==> config.mk <==
export PLATFORM = sky130hd
export DESIGN_NAME = video_scanout_flat
export DESIGN_NICKNAME = d
export VERILOG_FILES = /design/src/rtl/video_scanout_if.sv /design/src/rtl/video_scanout.sv /design/src/flat_wrapper.sv
export SDC_FILE = /design/constraint.sdc
export NUM_CORES = 1
export LEC_CHECK = 0
export CAP_MARGIN = 30
export CORE_MARGIN = 1.5
export CORE_UTILIZATION = 50
export CTS_BUF_LIST = sky130_fd_sc_hd__clkbuf_16
export CTS_CLUSTER_DIAMETER = 200
export DETAILED_ROUTE_END_ITERATION = 10
export PLACE_DENSITY = 0.85
export REMOVE_ABC_BUFFERS = 1
export SYNTH_ARGS = -nofsm -noshare
export SYNTH_HDL_FRONTEND = slang
export SYNTH_SLANG_ARGS = --single-unit
==> constraint.sdc <==
create_clock -name clk -period 3 [get_ports clk]
set_clock_uncertainty 0.05 [all_clocks]
set_input_delay 0.6 -clock clk [delete_from_list [all_inputs] [get_ports clk]]
set_output_delay 0.6 -clock clk [all_outputs]
set_load 0.01 [all_outputs]
==> src/rtl/video_scanout_if.sv <==
// video_scanout_if
//   Read-port bundle between the raster scan-out stage and the video RAM.
//   Ports / members:
//     readEn       scan-out -> RAM  read enable, high for visible pixels
//     readPointer  scan-out -> RAM  linear pixel address (ADDR_W bits)
//     ramData      RAM -> scan-out  pixel word (DATA_W bits)
//   Modports: master = scan-out side, slave = RAM side.
interface video_scanout_if #(
  parameter int ADDR_W = 20,
  parameter int DATA_W = 24
);
  logic              readEn;
  logic [ADDR_W-1:0] readPointer;
  logic [DATA_W-1:0] ramData;

  modport master (output readEn, output readPointer, input ramData);
  modport slave  (input readEn, input readPointer, output ramData);
endinterface

==> src/rtl/video_scanout.sv <==
// video_scanout
//   Raster scan-out stage sitting directly behind the video RAM. Generates
//   horizontal/vertical timing, drives the RAM read port with a linear pixel
//   address (frame base + pixel index), re-aligns de/hsync/vsync/frameStart
//   with the RAM read latency and emits registered RGB plus sync.
//   Ports:
//     clk         pixel clock
//     rst         synchronous, active-high reset
//     frameBase   start address of the next frame's buffer (latched per frame)
//     ram         RAM read port (readEn, readPointer out; ramData in)
//     rgbOut      {R,G,B} pixel, black outside the visible region
//     de          data enable, high for visible pixels
//     hsync/vsync sync outputs, active level set by HSYNC_POL/VSYNC_POL
//     frameStart  one-cycle pulse with the output of pixel (0,0)
module video_scanout #(
  parameter int   H_ACTIVE    = 640,
  parameter int   H_FP        = 16,
  parameter int   H_SYNC      = 96,
  parameter int   H_BP        = 48,
  parameter int   V_ACTIVE    = 480,
  parameter int   V_FP        = 10,
  parameter int   V_SYNC      = 2,
  parameter int   V_BP        = 33,
  parameter logic HSYNC_POL   = 1'b0,
  parameter logic VSYNC_POL   = 1'b0,
  parameter int   RAM_LATENCY = 1,
  parameter int   ADDR_W      = 20,
  parameter int   DATA_W      = 24
) (
  input  logic                clk,
  input  logic                rst,
  input  logic [ADDR_W-1:0]   frameBase,
  video_scanout_if.master     ram,
  output logic [DATA_W-1:0]   rgbOut,
  output logic                de,
  output logic                hsync,
  output logic                vsync,
  output logic                frameStart
);

  localparam int H_TOTAL = H_ACTIVE + H_FP + H_SYNC + H_BP;
  localparam int V_TOTAL = V_ACTIVE + V_FP + V_SYNC + V_BP;
  localparam int HW = (H_TOTAL > 1) ? $clog2(H_TOTAL) : 1;
  localparam int VW = (V_TOTAL > 1) ? $clog2(V_TOTAL) : 1;

  // Per-pixel control bits carried alongside the RAM access (active-high).
  typedef struct packed {
    logic de;
    logic hs;
    logic vs;
    logic fs;
  } ctl_t;

  logic [HW-1:0]     h_reg, h_next;
  logic [VW-1:0]     v_reg, v_next;
  logic [ADDR_W-1:0] pix_reg;
  logic [ADDR_W-1:0] base_reg;
  logic              read_en_reg;
  logic [ADDR_W-1:0] read_ptr_reg;
  logic              line_end, frame_end;
  logic              visible, hs_act, vs_act, first_pix;
  ctl_t              ctl_now;
  ctl_t              pipe_reg [0:RAM_LATENCY];

  // Timing decode from the current counter position.
  always_comb begin
    line_end  = (int'(h_reg) == H_TOTAL - 1);
    frame_end = line_end && (int'(v_reg) == V_TOTAL - 1);
    visible   = (int'(h_reg) < H_ACTIVE) && (int'(v_reg) < V_ACTIVE);
    hs_act    = (int'(h_reg) >= H_ACTIVE + H_FP) &&
                (int'(h_reg) <  H_ACTIVE + H_FP + H_SYNC);
    vs_act    = (int'(v_reg) >= V_ACTIVE + V_FP) &&
                (int'(v_reg) <  V_ACTIVE + V_FP + V_SYNC);
    first_pix = (h_reg == '0) && (v_reg == '0);
  end

  always_comb begin
    h_next = h_reg + HW'(1);
    v_next = v_reg;
    if (line_end) begin
      h_next = '0;
      v_next = frame_end ? '0 : v_reg + VW'(1);
    end
  end

  assign ctl_now = '{de: visible, hs: hs_act, vs: vs_act, fs: first_pix};

  // Counters, pixel index and RAM read port. base_reg only changes at the
  // frame wrap (or in reset), so a new frameBase never tears the current frame.
  always_ff @(posedge clk) begin
    if (rst) begin
      h_reg        <= '0;
      v_reg        <= '0;
      pix_reg      <= '0;
      base_reg     <= frameBase;
      read_en_reg  <= 1'b0;
      read_ptr_reg <= '0;
    end else begin
      h_reg       <= h_next;
      v_reg       <= v_next;
      read_en_reg <= visible;
      // Address wraps modulo 2^ADDR_W; it holds while blanking.
      if (visible) begin
        read_ptr_reg <= base_reg + pix_reg;
      end
      if (frame_end) begin
        pix_reg  <= '0;
        base_reg <= frameBase;
      end else if (visible) begin
        pix_reg <= pix_reg + ADDR_W'(1);
      end
    end
  end

  assign ram.readEn      = read_en_reg;
  assign ram.readPointer = read_ptr_reg;

  // Control delay line: stage 0 is aligned with readEn, stage RAM_LATENCY
  // with ramData, so the output registers line up control with data.
  always_ff @(posedge clk) begin
    if (rst) begin
      for (int i = 0; i <= RAM_LATENCY; i++) begin
        pipe_reg[i] <= '0;
      end
    end else begin
      pipe_reg[0] <= ctl_now;
      for (int i = 1; i <= RAM_LATENCY; i++) begin
        pipe_reg[i] <= pipe_reg[i-1];
      end
    end
  end

  always_ff @(posedge clk) begin
    if (rst) begin
      rgbOut     <= '0;
      de         <= 1'b0;
      hsync      <= ~HSYNC_POL;
      vsync      <= ~VSYNC_POL;
      frameStart <= 1'b0;
    end else begin
      de         <= pipe_reg[RAM_LATENCY].de;
      // Blanking is forced black whatever the RAM returns.
      rgbOut     <= pipe_reg[RAM_LATENCY].de ? ram.ramData : '0;
      hsync      <= pipe_reg[RAM_LATENCY].hs ? HSYNC_POL : ~HSYNC_POL;
      vsync      <= pipe_reg[RAM_LATENCY].vs ? VSYNC_POL : ~VSYNC_POL;
      frameStart <= pipe_reg[RAM_LATENCY].fs;
    end
  end

endmodule
==> src/flat_wrapper.sv <==
// flat-port wrapper written by rule: the top's interface ports become plain ports
module video_scanout_flat 
#(
  parameter int   H_ACTIVE    = 640,
  parameter int   H_FP        = 16,
  parameter int   H_SYNC      = 96,
  parameter int   H_BP        = 48,
  parameter int   V_ACTIVE    = 480,
  parameter int   V_FP        = 10,
  parameter int   V_SYNC      = 2,
  parameter int   V_BP        = 33,
  parameter logic HSYNC_POL   = 1'b0,
  parameter logic VSYNC_POL   = 1'b0,
  parameter int   RAM_LATENCY = 1,
  parameter int   ADDR_W      = 20,
  parameter int   DATA_W      = 24
)
  (clk, rst, frameBase, rgbOut, de, hsync, vsync, frameStart, ram_readEn, ram_readPointer, ram_ramData);
  video_scanout_if #(.ADDR_W(ADDR_W), .DATA_W(DATA_W)) ram_i ();
  input  logic clk;
  input  logic rst;
  input  logic [ADDR_W-1:0] frameBase;
  output logic [DATA_W-1:0] rgbOut;
  output logic de;
  output logic hsync;
  output logic vsync;
  output logic frameStart;
  output wire logic [$bits(ram_i.readEn)-1:0] ram_readEn;
  output wire logic [$bits(ram_i.readPointer)-1:0] ram_readPointer;
  input wire logic [$bits(ram_i.ramData)-1:0] ram_ramData;
  assign ram_readEn = ram_i.readEn;
  assign ram_readPointer = ram_i.readPointer;
  assign ram_i.ramData = ram_ramData;
  video_scanout #(.H_ACTIVE(H_ACTIVE), .H_FP(H_FP), .H_SYNC(H_SYNC), .H_BP(H_BP), .V_ACTIVE(V_ACTIVE), .V_FP(V_FP), .V_SYNC(V_SYNC), .V_BP(V_BP), .HSYNC_POL(HSYNC_POL), .VSYNC_POL(VSYNC_POL), .RAM_LATENCY(RAM_LATENCY), .ADDR_W(ADDR_W), .DATA_W(DATA_W)) u_core (.clk(clk), .rst(rst), .frameBase(frameBase), .ram(ram_i), .rgbOut(rgbOut), .de(de), .hsync(hsync), .vsync(vsync), .frameStart(frameStart));
endmodule
==> flow_summary.yaml <==
place:
  hpwl_um: 8375
  place_congestion: 0.8920
  dp_cells: 743
  placed_cell_area_um2: 6191
  post-place-ws_ns: 0.6031
  placement.io_buffers: 94
sta:
  slew_headroom_pct: 48.57
  finalCritPeriodShare_pct: 83.59
  tns_ns: 0
  period_needed_ns: 2.508
  slew_viol_final: 0
  worstMarginPinSlew_ns: 0.7656
  hold_violations: 0
  grt_setup_unrepaired: "false"
  finalSetupViolCount: 0
  max_freq_mhz: 398.8
  worst_slack_ns: 0.4922
final_layout:
  drive_above_1_share_pct: 7.009
  antenna_cells: 0
  fin_cells: 775
  top_register: "u_core.rgbOut"
  syn2layout_area_growth_pct: 32.25
  largest_reg_flops: 24
  finalInstanceArea_um2: 6778
  nets: 700
clock_network:
  htreeDepth: 4
  cts_sinks: 116
  clk_latency_ns: 0.40
  clk_path_buf_depth: 2
  ctsHoldBuffers: 0
  cts_tree: "built"
  cts_resized: 0
  worst_setup_hold_path_clk_slew_ns: 0.05
  postCtsSetupRepairBufs: 0
  cts_root_buf: "clkbuf_16"
  cts_buffers: 17
global_routing:
  antenna_found_initial: 0
  grt_max_degree: 41
  first_global_vias: 4312
  grt.total_usage_pct: 23.78
  grt.overflow.total: 0
  grt_pass1_wl_um: 20670
route:
  drc: 0
  routed-wl-met3_um: 658
  totalWireLength_um: 12550
  vias_per_cell: 5.643
  drt-pass1-iter-count: 5
  top_layer_used: "met4"
  wl_per_cell_um: 16.20
  num_vias: 4373
  dr_wl_met2_um: 6571
  ant_nets: 0
  first_iter_violations: 324
  wl_met1_um: 5041
power_and_ir_drop:
  vdd.ir_drop.worst_mv: 0.4181
  powerDensity_nw_per_um2: 582.2
  p_leak_uw: 0.002700
logic_synthesis:
  synth.area.top_cells: "dfxtp_1, edfxtp_1, ha_1"
  synth_largest_area_cell: "dfxtp_1"
  dominantRegCellSynth: "dfxtp_1"
  yosys_warnings: 0
  synth-edff-count: 20
  yosysTopAreaCellShare_pct: 37.50
  avgSynthCellArea_um2: 9.615
  syn_area_um2: 5125
  syn_inst: 533
  seq_area_frac_synth_pct: 49.22
  yosysMostFrequentCell: "dfxtp_1"
  ys_types: 58
  synth.cells.most_frequent: "dfxtp_1, nor2_1, nand2_1, a21oi_1"
  ys_ff_latch: 116
  synth-async-reset-ratio_pct: 0
run_status:
  status: "completed"
worst_setup_path:
  critPathKind: "reg2reg"
  crit_arrival_ns: 2.81
  cp_max_fo: 5
  cp-end-kind: "register"
  critPathLaunchType: "register"
  required_ns: 3.30
worst_hold_path:
  hp-class: "reg2reg"
floorplan:
  ios: 95
  core_um2: 9864
  std_cell_rows: 36
  dieArea_um2: 10870
  die_h_um: 104.2
  start_util_pct: 51.95
  dieWidth_um: 104.2
job:
  max_cap_viol_count: 0
## worst max-delay path, cell delays in order (launching register included)
cell and delay, ns:
edfxtp_1 0.43, ha_1 0.32, a21o_1 0.17, nand4_1 0.19
a21oi_1 0.46, o211ai_2 0.17, a2111oi_0 0.49, a311o_1 0.18
## per-layer routing
metal	vias to the layer above	GRT usage, %
met5	-	0
met2	150	41.96
met1	2096	27.46
met3	29	5.702
li1	2098	-
met4	0	10.12
## power breakdown
| part | internal, uW | total [uW] | switching, uW |
|---|---|---|---|
| Combinational | 163 | 298 | 134 |
| Clock | 1300 | 1980 | 679 |
| Sequential | 1640 | 1670 | 30.1 |
## worst paths after layout
path | depth (start not counted) | endpoint | start | slack (ns)
max | 7 | u_core.ram.readPointer[11] | u_core.base_reg[1] | 0.49
min | 1 | u_core.hsync | u_core.pipe_reg[0][6] | 0.35
max reg2reg | 7 | u_core.ram.readPointer[11] | u_core.base_reg[1] | 0.49
min reg2reg | 1 | u_core.hsync | u_core.pipe_reg[0][6] | 0.35
## stage by stage
stage,power (uW),hold WS [ns],util [%]
2_1_floorplan,1827,0.3017,-
3_3_place_gp,1984,0.3464,62.68
3_5_place_dp,1994,0.3339,62.76
4_1_cts,3954,0.3530,68.71
5_1_grt,4064,0.3761,68.71
6_report,3946,0.3538,68.71
## area by class of cell
class                   count  area, um2
fillers                   672       3087
flip-flops and latches    116       2522
multi-input cells         384       2462
repair buffers            101       1006
clock buffers              19      475.5
well taps                 133      166.4
clock inverters            13      111.4
inverters                   9      33.78
## logic make-up after synthesis
group | count (synthesis) | synth area share [%]
and+or+nand+nor | 227 | 23.15
DFF | 116 | 49.22
AOI/OAI and AO/OA | 92 | 11.77
xor gates and xnor gates | 38 | 6.494
buffers and inverters | 33 | 2.734
adders and majority gates | 25 | 6.250
muxes | 2 | 0.3906
## cells in the final DEF, fill, tap and decap left out, drive strengths merged, types with 15 or more instances in the layout
master,n
nand3,24
dfxtp,96
clkdlybuf4s50,94
nand4,19
a21oi,37
ha,24
o21ai,15
and2,25
clkbuf,19
edfxtp,20
nor2,49
xor2,25
nand2,44
Power figures use the tool's default switching activity.
